===== src/rtl/johnson_decoder.sv =====
// Johnson-code decoder and step monitor: index/one-hot decode, legality and +1 step tracking.
// Latency 1 cycle from code_valid; no backpressure, every valid sample is consumed.
// Optional JOHNSON_DIR_EN: accept -1 steps as valid and report direction on dir_out.
module johnson_decoder #(
  parameter int N     = 4,
  parameter int IDX_W = 3,
  parameter int ERR_W = 8
) (
  input  logic               clock,
  input  logic               reset,
  input  logic [N-1:0]       code_in,
  input  logic               code_valid,
  input  logic               clear_err,
  output logic               out_valid,
  output logic [IDX_W-1:0]   idx_out,
  output logic [2*N-1:0]     onehot_out,
  output logic               legal,
  output logic               step_ok,
  output logic               locked,
  output logic               err_sticky,
`ifdef JOHNSON_DIR_EN
  output logic               dir_out,
`endif
  output logic [ERR_W-1:0]   err_count
);

  typedef enum logic {SYNC = 1'b0, LOCK = 1'b1} state_t;

  localparam logic [IDX_W:0]   TWO_N = (IDX_W+1)'(2*N);
  localparam logic [IDX_W-1:0] LAST  = IDX_W'(2*N-1);

  state_t             state_q, state_d;
  logic [IDX_W-1:0]   prev_q, prev_d;
  logic [IDX_W-1:0]   pop;
  logic [N-1:0]       lo_pat, hi_pat;
  logic               code_ok;
  logic [IDX_W-1:0]   code_idx;
  logic [IDX_W-1:0]   succ, pred;
  logic               err_evt;

  logic               out_valid_d, legal_d, step_ok_d, sticky_d;
  logic [IDX_W-1:0]   idx_d;
  logic [2*N-1:0]     onehot_d;
  logic [ERR_W-1:0]   count_d;
`ifdef JOHNSON_DIR_EN
  logic               dir_q, dir_d;
`endif

  // A legal code is fully determined by its popcount and MSB, so rebuild the
  // expected pattern and compare rather than enumerating all 2N codes.
  always_comb begin
    pop = '0;
    for (int i = 0; i < N; i++) pop = pop + IDX_W'(code_in[i]);
    for (int i = 0; i < N; i++) begin
      lo_pat[i] = (i < int'(pop));
      hi_pat[i] = (i >= N - int'(pop));
    end
    code_ok  = code_in[N-1] ? (code_in == hi_pat) : (code_in == lo_pat);
    code_idx = code_in[N-1] ? IDX_W'(TWO_N - {1'b0, pop}) : pop;
  end

  assign succ = (prev_q == LAST) ? '0 : prev_q + 1'b1;
  assign pred = (prev_q == '0) ? LAST : prev_q - 1'b1;

  always_comb begin
    state_d     = state_q;
    prev_d      = prev_q;
    out_valid_d = 1'b0;
    idx_d       = idx_out;
    onehot_d    = onehot_out;
    legal_d     = legal;
    step_ok_d   = step_ok;
    sticky_d    = err_sticky;
    count_d     = err_count;
    err_evt     = 1'b0;
`ifdef JOHNSON_DIR_EN
    dir_d       = dir_q;
`endif
    if (code_valid) begin
      out_valid_d = 1'b1;
      legal_d     = code_ok;
      step_ok_d   = 1'b0;
      if (code_ok) begin
        idx_d              = code_idx;
        onehot_d           = '0;
        onehot_d[code_idx] = 1'b1;
        if (state_q == SYNC) begin
          state_d = LOCK;
          prev_d  = code_idx;
        end else if (code_idx == succ) begin
          step_ok_d = 1'b1;
          prev_d    = code_idx;
`ifdef JOHNSON_DIR_EN
          dir_d     = 1'b1;
`endif
        end else if (code_idx == prev_q) begin
          step_ok_d = 1'b0;
`ifdef JOHNSON_DIR_EN
        end else if (code_idx == pred) begin
          step_ok_d = 1'b1;
          prev_d    = code_idx;
          dir_d     = 1'b0;
`endif
        end else begin
          err_evt = 1'b1;
          prev_d  = code_idx;
        end
      end else begin
        onehot_d = '0;
        err_evt  = 1'b1;
        state_d  = SYNC;
      end
    end
    // A simultaneous error outranks clear_err so the new fault is never lost.
    if (err_evt) begin
      sticky_d = 1'b1;
      if (clear_err)        count_d = ERR_W'(1);
      else if (!(&err_count)) count_d = err_count + 1'b1;
    end else if (clear_err) begin
      sticky_d = 1'b0;
      count_d  = '0;
    end
  end

  always_ff @(posedge clock or posedge reset) begin
    if (reset) begin
      state_q    <= SYNC;
      prev_q     <= '0;
      out_valid  <= 1'b0;
      idx_out    <= '0;
      onehot_out <= '0;
      legal      <= 1'b0;
      step_ok    <= 1'b0;
      err_sticky <= 1'b0;
      err_count  <= '0;
`ifdef JOHNSON_DIR_EN
      dir_q      <= 1'b0;
`endif
    end else begin
      state_q    <= state_d;
      prev_q     <= prev_d;
      out_valid  <= out_valid_d;
      idx_out    <= idx_d;
      onehot_out <= onehot_d;
      legal      <= legal_d;
      step_ok    <= step_ok_d;
      err_sticky <= sticky_d;
      err_count  <= count_d;
`ifdef JOHNSON_DIR_EN
      dir_q      <= dir_d;
`endif
    end
  end

  assign locked = (state_q == LOCK);
`ifdef JOHNSON_DIR_EN
  assign dir_out = dir_q;
`endif

endmodule


===== config.mk =====
export PLATFORM = sky130hd
export DESIGN_NAME = johnson_decoder
export DESIGN_NICKNAME = d
export VERILOG_FILES = /design/src/rtl/johnson_decoder.sv
export SDC_FILE = /design/constraint.sdc
export NUM_CORES = 1
export LEC_CHECK = 0
export CAP_MARGIN = 20
export CELL_PAD_IN_SITES_DETAIL_PLACEMENT = 1
export CELL_PAD_IN_SITES_GLOBAL_PLACEMENT = 1
export CORE_AREA = 2 2 65 67
export DETAILED_ROUTE_END_ITERATION = 8
export DIE_AREA = 0 0 67 69
export HOLD_SLACK_MARGIN = 0.03
export PLACE_DENSITY = 0.93
export REMOVE_ABC_BUFFERS = 1
export SYNTH_ARGS = -nofsm -noshare
export SYNTH_HDL_FRONTEND = slang
export SYNTH_SLANG_ARGS = --single-unit

===== constraint.sdc =====
create_clock -name clock -period 4.3 [get_ports clock]
set_input_delay 0.43 -clock clock [delete_from_list [all_inputs] [get_ports clock]]
set_output_delay 0.43 -clock clock [all_outputs]
set_load 0.005 [all_outputs]

==> results of run 1 <==
per-layer routing:
metal / global-route usage / up-vias
met1: 0.270 / 656
li1: - / 638
met2: 0.322 / 29
met3: 0.0326 / 8
met5: 0 / -
met4: 0.0862 / 0
cell type report:
type / count / area (um^2)
multi-input combinational: 119 / 920
clock inverter: 1 / 30.0
clock buffer: 3 / 41.3
inverter: 10 / 37.5
fill: 444 / 1840
timing repair buffer: 34 / 333
sequential: 26 / 651
tap: 50 / 62.6
critical path, cell delays in order:
cell and delay [ns]:
sky130_fd_sc_hd__clkdlybuf4s50_1 0.55, sky130_fd_sc_hd__fa_1 0.45, sky130_fd_sc_hd__ha_1 0.24, sky130_fd_sc_hd__ha_1 0.36
sky130_fd_sc_hd__inv_1 0.14, sky130_fd_sc_hd__ha_1 0.27, sky130_fd_sc_hd__and4bb_2 0.26, sky130_fd_sc_hd__nor3_1 0.25
sky130_fd_sc_hd__xor2_1 0.19, sky130_fd_sc_hd__a31o_2 0.37, sky130_fd_sc_hd__or4_1 0.53, sky130_fd_sc_hd__a21oi_1 0.15
Yosys cell counts, types with 2 or more instances:
master                       n  area, um^2
sky130_fd_sc_hd__ha_1       11         138
sky130_fd_sc_hd__o2bb2ai_1   9        78.8
sky130_fd_sc_hd__o31ai_1     4        30.0
sky130_fd_sc_hd__nand3_1     5        25.0
sky130_fd_sc_hd__or4_1       4        30.0
sky130_fd_sc_hd__xnor2_2     3        48.8
sky130_fd_sc_hd__nor2b_1     6        37.5
sky130_fd_sc_hd__nor2_1      8        30.0
sky130_fd_sc_hd__clkbuf_1    4        15.0
sky130_fd_sc_hd__xnor2_1     5        43.8
sky130_fd_sc_hd__a21oi_1     8        40.0
sky130_fd_sc_hd__or3_1       2        12.5
sky130_fd_sc_hd__buf_6       2        22.5
sky130_fd_sc_hd__nand2b_1    4        25.0
sky130_fd_sc_hd__dfrtp_1    26         651
sky130_fd_sc_hd__mux2_2      4        45.0
sky130_fd_sc_hd__nand2_1    11        41.3
sky130_fd_sc_hd__inv_1      10        37.5
sky130_fd_sc_hd__fa_1        2        40.0
sky130_fd_sc_hd__nor3_1      4        20.0
sky130_fd_sc_hd__o21ai_0     7        35.0
cells by family (layout without fill, tap and decap cells):
logic type / Yosys count / in the layout / synth area share
AOI/OAI and AO/OA: 35 / 35 / 0.147
xor gates and xnor gates: 9 / 9 / 0.0615
adders and majority gates: 13 / 13 / 0.108
buffers and inverters: 17 / 48 / 0.0501
DFF: 26 / 26 / 0.395
muxes: 5 / 5 / 0.0334
and+or+nand+nor: 57 / 57 / 0.206
power breakdown:
part / leakage (nW) / internal [mW] / switching (mW)
combinational: 0.484 / 0.168 / 0.175
sequential: 0.346 / 0.281 / 0.0357
clock: 0.0357 / 0.125 / 0.0825
per-stage QoR:
step | hold slack, ns | instances | instance area [um^2]
after floorplan | 0.461 | 155 | 1600
after global placement | 0.470 | 239 | 2000
after detailed placement | 0.472 | 239 | 2000
after CTS | 0.504 | 243 | 2070
after global routing | 0.528 | 243 | 2070
final | 0.493 | 243 | 2070
flip-flops by register name (all words and copies together), names as in the netlist:
name,count
err_count,8
onehot_out,8
idx_out,3
prev_q,3
err_sticky,1
legal,1
out_valid,1
step_ok,1
repair_timing:
action                     in CTS  in global routing
setup endpoints to repair       0                  1
resized for setup               0                  1
hold endpoints to repair        0                  0
worst min-delay path by stage:
stage	slack [ns]	cells after the start	to	start
floorplan	0.46	0	out_valid$_DFF_PP0_	code_valid
global placement	0.47	2	idx_out[0]$_DFFE_PP0P_	idx_out[0]$_DFFE_PP0P_
detailed placement	0.47	1	onehot_out[7]$_DFFE_PP0P_	onehot_out[7]$_DFFE_PP0P_
CTS	0.50	2	idx_out[2]$_DFFE_PP0P_	idx_out[2]$_DFFE_PP0P_
global route	0.53	1	onehot_out[7]$_DFFE_PP0P_	onehot_out[7]$_DFFE_PP0P_
finish	0.49	2	idx_out[2]$_DFFE_PP0P_	idx_out[2]$_DFFE_PP0P_
==> impl_metrics.prom, run 1 <==
# TYPE chip_impl_metric gauge
chip_impl_info{name="run_status",value="complete, no violations"} 1
chip_impl_metric{name="rows",unit=""} 23
chip_impl_info{name="regToRegStartpoint",value="prev_q[0]$_DFFE_PP0P_"} 1
chip_impl_metric{name="cts_max_level",unit=""} 1
chip_impl_info{name="end_kind",value="register"} 1
chip_impl_metric{name="die_w",unit="um"} 67
chip_impl_metric{name="synth-async-reset-ratio",unit=""} 1.00
chip_impl_metric{name="io-pin-count",unit=""} 32
chip_impl_metric{name="synth_enable_flop_cells",unit=""} 0
chip_impl_metric{name="ff2ff_path_depth",unit=""} 8
chip_impl_metric{name="ir_drop",unit="uV"} 264
chip_impl_metric{name="drv.max_cap_violation_count",unit=""} 0
chip_impl_metric{name="floorplan.core_area",unit="mm^2"} 0.00391
chip_impl_metric{name="timing.fmax",unit="GHz"} 0.250
chip_impl_metric{name="globalRouteTotalUtil",unit=""} 0.203
chip_impl_metric{name="port-buffer-count",unit=""} 31
chip_impl_metric{name="insertion_delay",unit="ns"} 0.28
chip_impl_metric{name="drt_iter0_drc",unit=""} 34
chip_impl_info{name="crit_type",value="input port to register"} 1
chip_impl_metric{name="regToRegSetupSlack",unit="ns"} 1.80
chip_impl_metric{name="drc_errors",unit=""} 0
chip_impl_metric{name="drive_above_1_share",unit=""} 0.124
chip_impl_metric{name="critical_path_required_time",unit="ns"} 4.50
chip_impl_metric{name="minimum_period_implied_by_the_final_worst_setup_slack",unit="ns"} 4.00
chip_impl_info{name="timing.critical_path.from",value="code_in[1]"} 1
chip_impl_metric{name="vias_per_cell",unit=""} 5.48
chip_impl_metric{name="m1WireLength",unit="um"} 1890
chip_impl_info{name="terminus_of_the_critical_flop_to_flop_path",value="err_count[5]$_DFFE_PP0P_"} 1
chip_impl_metric{name="synthCells",unit=""} 162
chip_impl_metric{name="initial_core_util",unit=""} 0.421
chip_impl_info{name="highest_layer",value="met4"} 1
chip_impl_metric{name="finClkSkew",unit="ns"} 0.00336
chip_impl_metric{name="gp_congestion",unit=""} 0.876
chip_impl_info{name="layout_common_cells",value="sky130_fd_sc_hd__clkdlybuf4s50_1 (31), sky130_fd_sc_hd__dfrtp_1 (26), sky130_fd_sc_hd__nand2_1 (11), sky130_fd_sc_hd__ha_1 (11), sky130_fd_sc_hd__inv_1 (10)"} 1
chip_impl_metric{name="hold_vio_cnt_final",unit=""} 0
chip_impl_metric{name="final-setup-viol-count",unit=""} 0
chip_impl_metric{name="detailedPlace.worstSlack",unit="ns"} 0.0193
chip_impl_info{name="tritoncts",value="built"} 1
chip_impl_metric{name="tightest_slew",unit="ns"} 0.966
chip_impl_metric{name="critical_path_peak_fanout",unit=""} 13
chip_impl_metric{name="final-max-slew-violation-count",unit=""} 0
chip_impl_metric{name="routed-wl-met2",unit="um"} 2140
chip_impl_metric{name="met3_wire_length",unit="um"} 149
chip_impl_metric{name="crit_arrival",unit="ns"} 4.20
chip_impl_metric{name="tritoncts.num_buffers",unit=""} 3
chip_impl_info{name="cts_root_buffer",value="sky130_fd_sc_hd__clkbuf_8"} 1
chip_impl_metric{name="yosysWarnings",unit=""} 0
chip_impl_metric{name="post-dp-hpwl",unit="um"} 2970
chip_impl_metric{name="routed_wire_length_per_instance",unit="um"} 17.6
chip_impl_metric{name="clock_buffer_depth",unit=""} 2
chip_impl_metric{name="ctsHoldBuffers",unit=""} 0
chip_impl_metric{name="drt_pass1_iterations",unit=""} 4
chip_impl_metric{name="ys_ff_latch",unit=""} 26
chip_impl_metric{name="total_power",unit="mW"} 0.866
chip_impl_metric{name="vias_in_the_first_global_route",unit=""} 1433
chip_impl_metric{name="ys_seq_area_frac",unit=""} 0.395
chip_impl_metric{name="timing.final.ws_setup",unit="ns"} 0.301
chip_impl_metric{name="globalRouteOverflowTotal",unit=""} 0
chip_impl_metric{name="detail-route-antenna-nets",unit=""} 0
chip_impl_metric{name="detailroute.via_count",unit=""} 1331
chip_impl_metric{name="wl",unit="um"} 4280
chip_impl_metric{name="timing.setup.tns",unit="ns"} 0
chip_impl_metric{name="final_core_util",unit=""} 0.530
chip_impl_metric{name="antenna_cells",unit=""} 0
chip_impl_metric{name="power_leakage",unit="nW"} 0.865
chip_impl_metric{name="post_syn_area_per_cell",unit="um^2"} 10.2
chip_impl_metric{name="final.period_utilization",unit=""} 0.930
chip_impl_info{name="rsz0062_at_grt",value="false"} 1
chip_impl_metric{name="post_synth_instance_area",unit="mm^2"} 0.00165
chip_impl_metric{name="syn2layout_area_growth",unit="%"} 25.9
chip_impl_metric{name="power-per-cell-area",unit="mW/mm^2"} 418
chip_impl_info{name="ys.flop_type",value="sky130_fd_sc_hd__dfrtp_1"} 1
chip_impl_metric{name="floorplan.die_area",unit="mm^2"} 0.00462
chip_impl_info{name="min-delay-path-class",value="register to register"} 1
chip_impl_metric{name="post_cts_buffers",unit=""} 0
chip_impl_metric{name="design.final.nets",unit=""} 215
chip_impl_info{name="cp-start-kind",value="input port"} 1
chip_impl_metric{name="grt_pass1_wl",unit="um"} 7260
chip_impl_metric{name="synth_cell_type_count",unit=""} 44
chip_impl_metric{name="cts.sink_count",unit=""} 26
chip_impl_metric{name="die-height",unit="um"} 69
chip_impl_metric{name="clkSlewWorstSetupHoldPaths",unit="ns"} 0.09
chip_impl_metric{name="grt_start_max_net_pins",unit=""} 27
chip_impl_info{name="layout_commonest_cell",value="sky130_fd_sc_hd__clkdlybuf4s50_1"} 1
chip_impl_metric{name="antenna_found_initial",unit=""} 0
chip_impl_metric{name="max-slew-margin-rel",unit=""} 0.355
chip_impl_info{name="critical_path_endpoint",value="err_count[5]$_DFFE_PP0P_"} 1
Note: power is estimated with default switching activity, not from simulation.
==> run 2, diff against run 1 <==
--- a/config.mk
+++ b/config.mk
@@ -13,6 +13,7 @@
 export DIE_AREA = 0 0 67 69
 export HOLD_SLACK_MARGIN = 0.03
 export PLACE_DENSITY = 0.93
+export RECOVER_POWER = 25
 export REMOVE_ABC_BUFFERS = 1
 export SYNTH_ARGS = -nofsm -noshare
 export SYNTH_HDL_FRONTEND = slang
==> run 2 against run 1 <==
  * Total power about the same
  * Final cell count unchanged
  * Sequential power about the same
  * Count of clock-buffer cells in the layout unchanged
  * Critical path type unchanged
  * Largest power group unchanged
==> impl_metrics.prom, run 2 (synthesis gave the netlist of run 1 again) <==
# TYPE chip_impl_metric gauge
chip_impl_info{name="run_status",value="complete, no violations"} 1
chip_impl_metric{name="power-per-cell-area",unit="mW/mm^2"} 417
chip_impl_metric{name="ctsHoldBuffers",unit=""} 0
chip_impl_metric{name="final-seq-area",unit="um^2"} 651
chip_impl_metric{name="layout.cell_area.non_filler",unit="mm^2"} 0.00207
chip_impl_metric{name="rows",unit=""} 23
chip_impl_metric{name="intPower",unit="mW"} 0.573
chip_impl_metric{name="timing.final.ws_setup",unit="ns"} 0.301
chip_impl_info{name="cell_with_the_most_instances_on_the_worst_path",value="sky130_fd_sc_hd__ha_1"} 1
chip_impl_metric{name="cts.sink_count",unit=""} 26
chip_impl_info{name="hold_path.startpoint",value="idx_out[2]$_DFFE_PP0P_"} 1
chip_impl_metric{name="globalRouteOverflowTotal",unit=""} 0
chip_impl_metric{name="detailedPlace.worstSlack",unit="ns"} 0.0193
chip_impl_info{name="cts_root_buffer",value="sky130_fd_sc_hd__clkbuf_8"} 1
chip_impl_metric{name="drc_errors",unit=""} 0
chip_impl_metric{name="detailed_place.area",unit="mm^2"} 0.00200
chip_impl_metric{name="die-height",unit="um"} 69
chip_impl_metric{name="seqPwrFrac",unit=""} 0.365
chip_impl_metric{name="whs_path_depth",unit=""} 2
chip_impl_metric{name="drive_above_1_share",unit=""} 0.124
chip_impl_metric{name="hold_vio_cnt_final",unit=""} 0
chip_impl_metric{name="max-slew-margin-rel",unit=""} 0.355
chip_impl_info{name="tritoncts",value="built"} 1
chip_impl_metric{name="critical_path_required_time",unit="ns"} 4.50
chip_impl_info{name="largestRegisters",value="err_count (8), onehot_out (8)"} 1
chip_impl_metric{name="io-pin-count",unit=""} 32
chip_impl_metric{name="floorplan.core_area",unit="mm^2"} 0.00391
chip_impl_metric{name="final.period_utilization",unit=""} 0.930
chip_impl_info{name="rsz0062_at_grt",value="false"} 1
chip_impl_metric{name="timing.fmax",unit="GHz"} 0.250
chip_impl_metric{name="clock_buffer_depth",unit=""} 2
chip_impl_metric{name="ir_drop",unit="uV"} 264
chip_impl_metric{name="detailroute.via_count",unit=""} 1331
chip_impl_metric{name="insertion_delay",unit="ns"} 0.28
chip_impl_metric{name="antenna_cells",unit=""} 0
chip_impl_info{name="crit_type",value="input port to register"} 1
chip_impl_metric{name="post-dp-hpwl",unit="um"} 2970
chip_impl_metric{name="finClkSkew",unit="ns"} 0.00335
chip_impl_metric{name="critical-path-max-stage-delay",unit="ns"} 0.55
chip_impl_metric{name="tightest_slew",unit="ns"} 0.967
chip_impl_metric{name="globalRouteTotalUtil",unit=""} 0.203
chip_impl_metric{name="wl",unit="um"} 4280
chip_impl_metric{name="drv.max_cap_violation_count",unit=""} 0
chip_impl_info{name="worst_path_max_delay_cell",value="sky130_fd_sc_hd__clkdlybuf4s50_1"} 1
chip_impl_metric{name="antenna_found_initial",unit=""} 0
chip_impl_metric{name="routed_wire_length_per_instance",unit="um"} 17.6
chip_impl_metric{name="tritoncts.num_buffers",unit=""} 3
chip_impl_metric{name="power_leakage",unit="nW"} 0.866
chip_impl_info{name="cp-start-kind",value="input port"} 1
chip_impl_metric{name="vias_per_cell",unit=""} 5.48
chip_impl_metric{name="switching_share",unit=""} 0.338
chip_impl_metric{name="multi_input_comb_area",unit="um^2"} 920
chip_impl_info{name="regToRegStartpoint",value="prev_q[0]$_DFFE_PP0P_"} 1
chip_impl_metric{name="fin_worst_hold_slack",unit="ns"} 0.493
chip_impl_metric{name="detail-route-antenna-nets",unit=""} 0
chip_impl_metric{name="p_sw",unit="mW"} 0.293
chip_impl_metric{name="critical_path_peak_fanout",unit=""} 13
chip_impl_metric{name="gp_congestion",unit=""} 0.876
chip_impl_metric{name="placed_cells_incl_taps",unit=""} 239
chip_impl_info{name="layout_commonest_cell",value="sky130_fd_sc_hd__clkdlybuf4s50_1"} 1
chip_impl_info{name="min-delay-path-class",value="register to register"} 1
chip_impl_metric{name="fill_cells",unit=""} 444
chip_impl_metric{name="floorplan.die_area",unit="mm^2"} 0.00462
chip_impl_metric{name="final_cells",unit=""} 243
chip_impl_info{name="end_kind",value="register"} 1
chip_impl_info{name="cp_cell_sequence",value="clkdlybuf4s50_1, fa_1, ha_1, ha_1, inv_1, ha_1, and4bb_2, nor3_1, xor2_1, a31o_2, or4_1, a21oi_1"} 1
chip_impl_metric{name="minimum_period_implied_by_the_final_worst_setup_slack",unit="ns"} 4.00
chip_impl_metric{name="pwr-share-comb",unit=""} 0.395
chip_impl_metric{name="grt_pass1_wl",unit="um"} 7260
chip_impl_metric{name="die_w",unit="um"} 67
chip_impl_metric{name="regToRegSetupSlack",unit="ns"} 1.80
chip_impl_metric{name="crit_arrival",unit="ns"} 4.20
chip_impl_metric{name="pwr-share-clk",unit=""} 0.239
chip_impl_metric{name="design.final.nets",unit=""} 215
chip_impl_metric{name="clkSlewWorstSetupHoldPaths",unit="ns"} 0.09
chip_impl_metric{name="final_core_util",unit=""} 0.530
chip_impl_metric{name="ff2ff_path_depth",unit=""} 8
chip_impl_metric{name="total_power",unit="mW"} 0.866
chip_impl_metric{name="final-max-slew-violation-count",unit=""} 0
chip_impl_metric{name="syn2layout_area_growth",unit="%"} 25.9
chip_impl_info{name="hold_path_end",value="idx_out[2]$_DFFE_PP0P_"} 1
chip_impl_info{name="terminus_of_the_critical_flop_to_flop_path",value="err_count[5]$_DFFE_PP0P_"} 1
chip_impl_metric{name="drt_pass1_iterations",unit=""} 4
chip_impl_metric{name="final-setup-viol-count",unit=""} 0
chip_impl_metric{name="cts_max_level",unit=""} 1
chip_impl_metric{name="grt_start_max_net_pins",unit=""} 27
chip_impl_metric{name="post_cts_buffers",unit=""} 0
chip_impl_metric{name="drt_iter0_drc",unit=""} 34
chip_impl_metric{name="timing.setup.tns",unit="ns"} 0
chip_impl_info{name="layout_common_cells",value="sky130_fd_sc_hd__clkdlybuf4s50_1 (29), sky130_fd_sc_hd__dfrtp_1 (26), sky130_fd_sc_hd__nand2_1 (11), sky130_fd_sc_hd__ha_1 (11), sky130_fd_sc_hd__inv_1 (10)"} 1
chip_impl_metric{name="initial_core_util",unit=""} 0.421
chip_impl_metric{name="vias_in_the_first_global_route",unit=""} 1433
chip_impl_metric{name="port-buffer-count",unit=""} 31
==> run 2: cell types whose count changed in the layout (fill, tap and decap cells not counted), sizes merged <==
cell           before  now
dlygate4sd3         0    2
clkdlybuf4s50      31   29
==> run 2: how the worst max path moves through the flow <==
stage / to / startpoint / depth (start not counted) / slack (ns)
2_1_floorplan: err_count[4]$_DFFE_PP0P_ / code_in[0] / 11 / 0.82
3_3_place_gp: prev_q[1]$_DFFE_PP0P_ / code_in[1] / 12 / 0.21
3_5_place_dp: idx_out[1]$_DFFE_PP0P_ / code_in[1] / 12 / 0.02
4_1_cts: prev_q[2]$_DFFE_PP0P_ / code_in[1] / 13 / 0.22
5_1_grt: err_count[4]$_DFFE_PP0P_ / code_in[1] / 12 / 0.1
6_report: err_count[5]$_DFFE_PP0P_ / code_in[1] / 12 / 0.30
==> run 2: critical path: cells and delay by family <==
family,cells,cell delay [ns]
AO/OA/AOI/OAI,2,0.52
AND/OR/NAND/NOR,3,1.04
XOR/XNOR,1,0.19
adder cells (fa/ha/maj),4,1.32
buffers and inverters,2,0.69
==> run 2: layout make-up <==
cell class              count  share of cell area
well taps                  50              0.0302
clock buffers               3              0.0199
clock inverters             1              0.0145
flip-flops and latches     26               0.314
repair buffers             34               0.160
inverters                  10              0.0181
multi-input cells         119               0.443
==> run 2: layer usage <==
layer	routed length [um]	part of all wire	track usage	up-vias
li1	-	-	-	638
met4	100	0.023	0.0862	0
met3	149	0.035	0.0326	8
met5	0	0	0	-
met1	1890	0.44	0.270	656
met2	2140	0.50	0.322	29
==> run 2: power by group through the flow <==
stage / Sequential [mW] / Clock [mW] / Combinational, mW
after global routing: 0.320 / 0.222 / 0.377
after CTS: 0.316 / 0.211 / 0.343
after global placement: 0.317 / 0 / 0.316
after floorplan: 0.313 / 0 / 0.215
after detailed placement: 0.319 / 0 / 0.329
final: 0.316 / 0.207 / 0.342
==> run 2: what timing repair did <==
item / CTS / global route
endpoints found under the hold margin: 0 / 0
endpoints found under the setup margin: 0 / 1
gates resized for setup: 0 / 1
